$ cat src/rtl/freq_gate_counter.sv
// freq_gate_counter: counts rising edges of iSIG over a fixed gate window in a
// DIGITS-wide BCD counter, then latches the digits (or all-F on overflow) for
// the 7-segment decoders, clears, and starts the next window.
module freq_gate_counter #(
    parameter int unsigned DIGITS      = 8,
    parameter int unsigned GATE_CYCLES = 50000000,
    parameter int unsigned CNT_W       = 26
) (
    input  logic                  iCLK,
    input  logic                  iRST_N,
    input  logic                  iSIG,
    input  logic                  iEN,
    output logic [4*DIGITS-1:0]   oLatchBCD,
    output logic                  oVALID,
    output logic                  oOVF,
    output logic                  oGATE
);

    localparam int unsigned BCD_W = 4 * DIGITS;

    localparam logic [1:0] S_IDLE  = 2'd0;
    localparam logic [1:0] S_GATE  = 2'd1;
    localparam logic [1:0] S_LATCH = 2'd2;
    localparam logic [1:0] S_CLEAR = 2'd3;

    localparam logic [CNT_W-1:0] TIMER_LAST = CNT_W'(GATE_CYCLES - 1);

    // Input conditioning
    logic               r_sync1;
    logic               r_sync2;
    logic               r_sync_d;
    logic               w_edge;

    // Measurement state
    logic [1:0]         r_state;
    logic [CNT_W-1:0]   r_timer;
    logic [BCD_W-1:0]   r_bcd;
    logic               r_ovf;

    // Registered outputs
    logic [BCD_W-1:0]   r_latch;
    logic               r_valid;
    logic               r_ovf_out;
    logic               r_gate;

    // Next-state values
    logic [1:0]         w_state_nxt;
    logic [CNT_W-1:0]   w_timer_nxt;
    logic [BCD_W-1:0]   w_bcd_nxt;
    logic               w_ovf_nxt;
    logic [BCD_W-1:0]   w_latch_nxt;
    logic               w_valid_nxt;
    logic               w_ovf_out_nxt;
    logic               w_gate_nxt;

    // BCD increment
    logic [BCD_W-1:0]   w_bcd_inc;
    logic               w_inc_carry;

    assign w_edge    = r_sync2 & ~r_sync_d;
    assign oLatchBCD = r_latch;
    assign oVALID    = r_valid;
    assign oOVF      = r_ovf_out;
    assign oGATE     = r_gate;

    // Two-flop synchronizer for iSIG plus a delay stage for rising-edge detection
    always_ff @(posedge iCLK or negedge iRST_N) begin
        if (!iRST_N) begin
            r_sync1  <= 1'b0;
            r_sync2  <= 1'b0;
            r_sync_d <= 1'b0;
        end else begin
            r_sync1  <= iSIG;
            r_sync2  <= r_sync1;
            r_sync_d <= r_sync2;
        end
    end

    // Ripple-carry BCD increment; carry out of the top digit flags overflow
    always_comb begin
        w_bcd_inc   = r_bcd;
        w_inc_carry = 1'b1;
        for (int k = 0; k < int'(DIGITS); k++) begin
            if (w_inc_carry) begin
                if (r_bcd[4*k +: 4] == 4'd9) begin
                    w_bcd_inc[4*k +: 4] = 4'd0;
                end else begin
                    w_bcd_inc[4*k +: 4] = r_bcd[4*k +: 4] + 4'd1;
                    w_inc_carry         = 1'b0;
                end
            end
        end
    end

    // Next-state, counter and output-register logic
    always_comb begin
        w_state_nxt   = r_state;
        w_timer_nxt   = r_timer;
        w_bcd_nxt     = r_bcd;
        w_ovf_nxt     = r_ovf;
        w_latch_nxt   = r_latch;
        w_valid_nxt   = 1'b0;
        w_ovf_out_nxt = r_ovf_out;

        case (r_state)
            S_IDLE: begin
                if (iEN) begin
                    w_state_nxt = S_GATE;
                    w_timer_nxt = '0;
                end
            end
            S_GATE: begin
                if (!iEN) begin
                    // Abandoned window: discard the partial count, keep last latch
                    w_state_nxt = S_IDLE;
                    w_timer_nxt = '0;
                    w_bcd_nxt   = '0;
                    w_ovf_nxt   = 1'b0;
                end else begin
                    w_timer_nxt = r_timer + CNT_W'(1);
                    if (w_edge && !r_ovf) begin
                        // On carry-out the counter holds at all-9s
                        if (w_inc_carry) begin
                            w_ovf_nxt = 1'b1;
                        end else begin
                            w_bcd_nxt = w_bcd_inc;
                        end
                    end
                    if (r_timer == TIMER_LAST) begin
                        w_state_nxt = S_LATCH;
                    end
                end
            end
            S_LATCH: begin
                w_latch_nxt   = r_ovf ? {BCD_W{1'b1}} : r_bcd;
                w_ovf_out_nxt = r_ovf;
                w_valid_nxt   = 1'b1;
                w_state_nxt   = S_CLEAR;
            end
            S_CLEAR: begin
                w_bcd_nxt   = '0;
                w_timer_nxt = '0;
                w_ovf_nxt   = 1'b0;
                w_state_nxt = iEN ? S_GATE : S_IDLE;
            end
            default: begin
                w_state_nxt = S_IDLE;
            end
        endcase

        w_gate_nxt = (w_state_nxt == S_GATE);
    end

    // State, counter and output registers
    always_ff @(posedge iCLK or negedge iRST_N) begin
        if (!iRST_N) begin
            r_state   <= S_IDLE;
            r_timer   <= '0;
            r_bcd     <= '0;
            r_ovf     <= 1'b0;
            r_latch   <= '0;
            r_valid   <= 1'b0;
            r_ovf_out <= 1'b0;
            r_gate    <= 1'b0;
        end else begin
            r_state   <= w_state_nxt;
            r_timer   <= w_timer_nxt;
            r_bcd     <= w_bcd_nxt;
            r_ovf     <= w_ovf_nxt;
            r_latch   <= w_latch_nxt;
            r_valid   <= w_valid_nxt;
            r_ovf_out <= w_ovf_out_nxt;
            r_gate    <= w_gate_nxt;
        end
    end

endmodule
$ cat config.mk
export PLATFORM = sky130hd
export DESIGN_NAME = freq_gate_counter
export DESIGN_NICKNAME = d
export VERILOG_FILES = /design/src/rtl/freq_gate_counter.sv
export SDC_FILE = /design/constraint.sdc
export NUM_CORES = 1
export LEC_CHECK = 0
export ABC_AREA = 0
export BUFFER_PORTS_ARGS = -buffer_cell sky130_fd_sc_hd__buf_2
export CAP_MARGIN = 0
export CORE_MARGIN = 10
export CORE_UTILIZATION = 30
export DETAILED_ROUTE_END_ITERATION = 8
export GPL_TIMING_DRIVEN = 0
export MAX_ROUTING_LAYER = met4
export PLACE_DENSITY = 0.46
export SETUP_SLACK_MARGIN = 0.3
export SLEW_MARGIN = 20
export SYNTH_ARGS = -nofsm -noshare
export SYNTH_HDL_FRONTEND = slang
export SYNTH_SLANG_ARGS = --single-unit
export TNS_END_PERCENT = 5
$ cat constraint.sdc
create_clock -name iCLK -period 2.79 [get_ports iCLK]
set_clock_uncertainty 0.1 [all_clocks]
set_input_delay 0.1395 -clock iCLK [delete_from_list [all_inputs] [get_ports iCLK]]
set_output_delay 0.1395 -clock iCLK [all_outputs]
set_load 0.02 [all_outputs]
==> metrics.md <==
| Metric | Value |
|---|---|
| Cell area after technology mapping | 5130 um2 |
| R2R setup slack | 0.45 ns |
| Synthesized Nets | 580 |
| Largest incremental delay on the critical path | 0.91 ns |
| Power dissipated by switching net loads | ~0.83 mW |
| Commonest cells after routing, fill and taps aside | 111 x sky130_fd_sc_hd__nand2_1, 99 x sky130_fd_sc_hd__dfrtp_1, 66 x sky130_fd_sc_hd__o21ai_0 |
| Synth unique cells | 58 |
| Io pins | 39 |
| DRC errors left | 0 |
| Number of detailed-routing iterations run before antenna repair | 4 |
| Fraction of the cycle the final worst path needs | 83.8% |
| Slew at the pin closest to its max-slew limit | 1.09 ns |
| Via density per instance | a little over 5 |
| Net switching fraction of the power | 25.4% |
| Critical path fanouts, max | 10 |
| Area added between synthesis and finish | 16.7% |
| R2r startpoint | r_state[0] |
| Cell seen most often among critical-path stages | sky130_fd_sc_hd__o21ai_0 |
| Post-Layout Inst Area | 5990 um2 |
| Wire length of the first global-routing pass | 22,400 um |
| Final Net Count | around 630 |
| Post-synth ARST share | 100% |
| Most common cell after layout, fill and taps aside | sky130_fd_sc_hd__nand2_1 |
| Slowest stage cell on the critical path | sky130_fd_sc_hd__a21boi_0 |
| GRT Util Overall | 12.6% |
| Kind of critical path | flip-flop to flip-flop |
| Detail-routed net length per standard cell | approximately 16 um |
| Count of inserted antenna diode cells | 0 |
| Sum of net half-perimeters after detailed placement | 9490 um |
| Filler cells | 1,758 |
| Internal Power | 2.44 mW |
| Clock network power share | 42.0% |
| Clock-pin slew on the worst setup and hold paths | 0.07 ns |
| Headroom to the max-slew limit | 26.7% |
| Max-capacitance violation count | 0 |
| Count of endpoints failing setup in the final report | 0 |
| Pwr Density | 547 nW/um2 |
| Max Clock Freq | 428 MHz |
| Flip-flop and latch count after synthesis | 99 |
| Required arrival time at the worst endpoint | 2.97 ns |
| Full die area | 22,700 um2 |
| Pin count of the biggest net entering global routing | 52 |
| Die outline width | ~150 um |
| Run status | completed |
| Chain of cells forming the critical path | clkbuf_1 -> a21boi_0 -> nand2_1 -> o221ai_1 -> o21ai_0 -> o21ai_0 |
| Remaining number of nets flagged by the antenna check after routing | 0 |
| Worst ir drop on vdd | roughly 0.00032 V |
| Total area of sequential cells | about 2500 um2 |
| Sum of routed wire length over all layers | approximately 13,000 um |
| Unrepaired setup endpoints after global routing | yes |
| Floorplan row count | 47 |
| Mean instance size in the synthesized netlist | roughly 9.2 um2 |
| Count of yosys warnings during synthesis | 0 |
| Initial core utilization | 30.7% |
| Antenna violations before repair | 0 |
| Vias in the first global route | 4,275 |
| Initial detailed-routing violation count | 339 |
| Critical Path Source Type | flip-flop |
| Bufs on Longest Clock Path | 2 |
| TritonCTS clock tree | yes |
| Post-route minimum period | 2.34 ns |
| Static Leakage | roughly 2.8 nW |
| Worst Reg2Reg Path Length in Cells | 6 |
| Final weighted congestion in routability-driven placement | 0.858 |
| Hold Vio Cnt, Final | 0 |
| Total via count after detailed routing | approximately 4,200 |
| H-tree levels | 3 |
| Synthesized instance count | 559 |
| Slew Viols, Final | 0 |
| Sum Neg Setup Slack | 0 ns |
| Comb pwr share | 9.2% |
| Clock insertion delay at the later pin of the skew report | 0.35 ns |
| Nature of the critical path endpoint | flip-flop |
| TritonCTS buffer count | 9 |
| Count of input and output buffers | 38 |
| Launching instance or port of the critical path | r_state[0] |
| Overall die height | roughly 150 um |
| Leftover overflow at the end of global routing | 0 |
| Type of the most critical hold path | input port to async pin |
| Most common flop cell mapped by yosys | sky130_fd_sc_hd__dfrtp_1 |
| Placement-stage cell area | 5630 um2 |
| Sequential share of the synthesized area | around 48% |
| Worst path arrival time | 2.52 ns |
| Power share of the sequential group | 48.8% |
| Core area | between 15,000 and 20,000 um2 |
| Terminus of the critical flop-to-flop path | r_bcd[7] |
| Multi-input gate area in the final layout | approximately 2500 um2 |
| Fraction of final layout cells sized beyond drive strength 1 | 12.2% |
| TritonCTS sink count | 99 |
| EDFF count, synth | 0 |
| CTS Root Cell | sky130_fd_sc_hd__clkbuf_16 |
==> final cells by class <==
type | instances | area share (%)
inverters | 12 | 0.752
well taps | 220 | 4.60
plain buffers | 25 | 1.63
repair buffers | 42 | 4.24
clock inverters | 6 | 1.46
clock buffers | 10 | 3.99
multi-input cells | 423 | 42.0
flip-flops and latches | 99 | 41.4
==> flip-flops by register name, summed over array words and instances, names as in the netlist <==
| signal | flops |
|---|---|
| oLatchBCD | 32 |
| r_bcd | 32 |
| r_timer | 26 |
| r_state | 2 |
| oGATE | 1 |
| oOVF | 1 |
| oVALID | 1 |
| r_ovf | 1 |
| r_sync1 | 1 |
| r_sync2 | 1 |
| r_sync_d | 1 |
==> per-layer routing <==
metal  vias up  routed length (um)  GRT usage, %
li1       2116                   -             -
met1      2059                6960          17.4
met2        58                5610          18.2
met3        14                 449          2.18
met4         0                 199          4.72
met5         -                   0             -
==> metrics by stage <==
step | setup slack (ns) | cells | total power [mW] | hold WS [ns] | util [%]
3_5_place_dp | 0.334 | 818 | 1.93 | 0.0251 | 33.7
5_1_grt | 0.297 | 837 | 3.45 | 0.249 | 35.9
6_report | 0.451 | 837 | 3.28 | 0.194 | 35.9
2_1_floorplan | 0.803 | 559 | 1.80 | -0.256 | -
3_3_place_gp | 0.304 | 817 | 1.91 | 0.154 | 33.5
4_1_cts | 0.304 | 837 | 3.32 | 0.213 | 35.9
==> power by group through the flow <==
| stage | registers (mW) | logic, mW | clock network, mW |
|---|---|---|---|
| global placement | 1.62 | 0.285 | 0 |
| finish | 1.60 | 0.301 | 1.38 |
| CTS | 1.60 | 0.307 | 1.42 |
| global route | 1.62 | 0.344 | 1.49 |
| floorplan | 1.60 | 0.200 | 0 |
| detailed placement | 1.63 | 0.302 | 0 |
==> cells in the mapped netlist (all sizes together) (2+ instances only) <==
| cell type | count | area (um2) |
|---|---|---|
| a211oi | 2 | 15.0 |
| a21boi | 2 | 15.0 |
| a21o | 2 | 15.0 |
| a21oi | 6 | 30.0 |
| a22o | 2 | 17.5 |
| a311o | 2 | 20.0 |
| a31oi | 7 | 43.8 |
| and2 | 6 | 37.5 |
| and3 | 6 | 37.5 |
| and3b | 8 | 70.1 |
| and4 | 6 | 52.6 |
| buf | 2 | 10.0 |
| clkbuf | 23 | 86.3 |
| dfrtp | 99 | 2480 |
| ha | 17 | 213 |
| inv | 12 | 45.0 |
| mux2 | 4 | 45.0 |
| mux2i | 3 | 30.0 |
| nand2 | 113 | 429 |
| nand2b | 10 | 70.1 |
| nand3 | 35 | 190 |
| nand3b | 6 | 45.0 |
| nand4 | 6 | 43.8 |
| nor2 | 26 | 97.6 |
| nor3 | 13 | 65.1 |
| nor4 | 7 | 43.8 |
| nor4b | 2 | 17.5 |
| o2111ai | 2 | 17.5 |
| o211ai | 4 | 35.0 |
| o21ai | 69 | 345 |
| o221ai | 2 | 17.5 |
| o22ai | 12 | 75.1 |
| o2bb2ai | 2 | 17.5 |
| o31a | 2 | 17.5 |
| o31ai | 8 | 73.8 |
| o41ai | 3 | 26.3 |
| or3 | 3 | 18.8 |
| or4 | 4 | 33.8 |
| xnor2 | 8 | 70.1 |
| xor2 | 5 | 43.8 |
==> worst max-delay path by stage <==
stage / cells past startpoint / to
3_3_place_gp: 1 / r_timer[15]
3_5_place_dp: 6 / oGATE
2_1_floorplan: 7 / r_bcd[31]
4_1_cts: 6 / oGATE
6_report: 6 / r_bcd[7]
5_1_grt: 7 / r_bcd[5]
==> cell families after synthesis <==
| group | synth area share [%] |
|---|---|
| adder cells (fa/ha/maj) | 4.14 |
| AO/OA/AOI/OAI | 16.1 |
| multiplexers | 1.46 |
| AND/OR/NAND/NOR | 25.0 |
| buffers and inverters | 2.75 |
| XOR/XNOR | 2.22 |
| flip-flops | 48.3 |
==> critical path, delay by kind of cell, from the launching register on <==
kind,cells,cell delay [ns]
flip-flops,1,0.37
AO/OA/AOI/OAI,4,1.32
buffers and inverters,1,0.22
AND/OR/NAND/NOR,1,0.26
==> what timing repair did <==
action / in CTS / in global routing
gates resized for setup: 0 / 2
setup endpoints to repair: 0 / 9
hold buffers: 3 / 0
buffers inserted: 0 / 0
hold endpoints to repair: 50 / 0
Power figures use the tool's default switching activity.
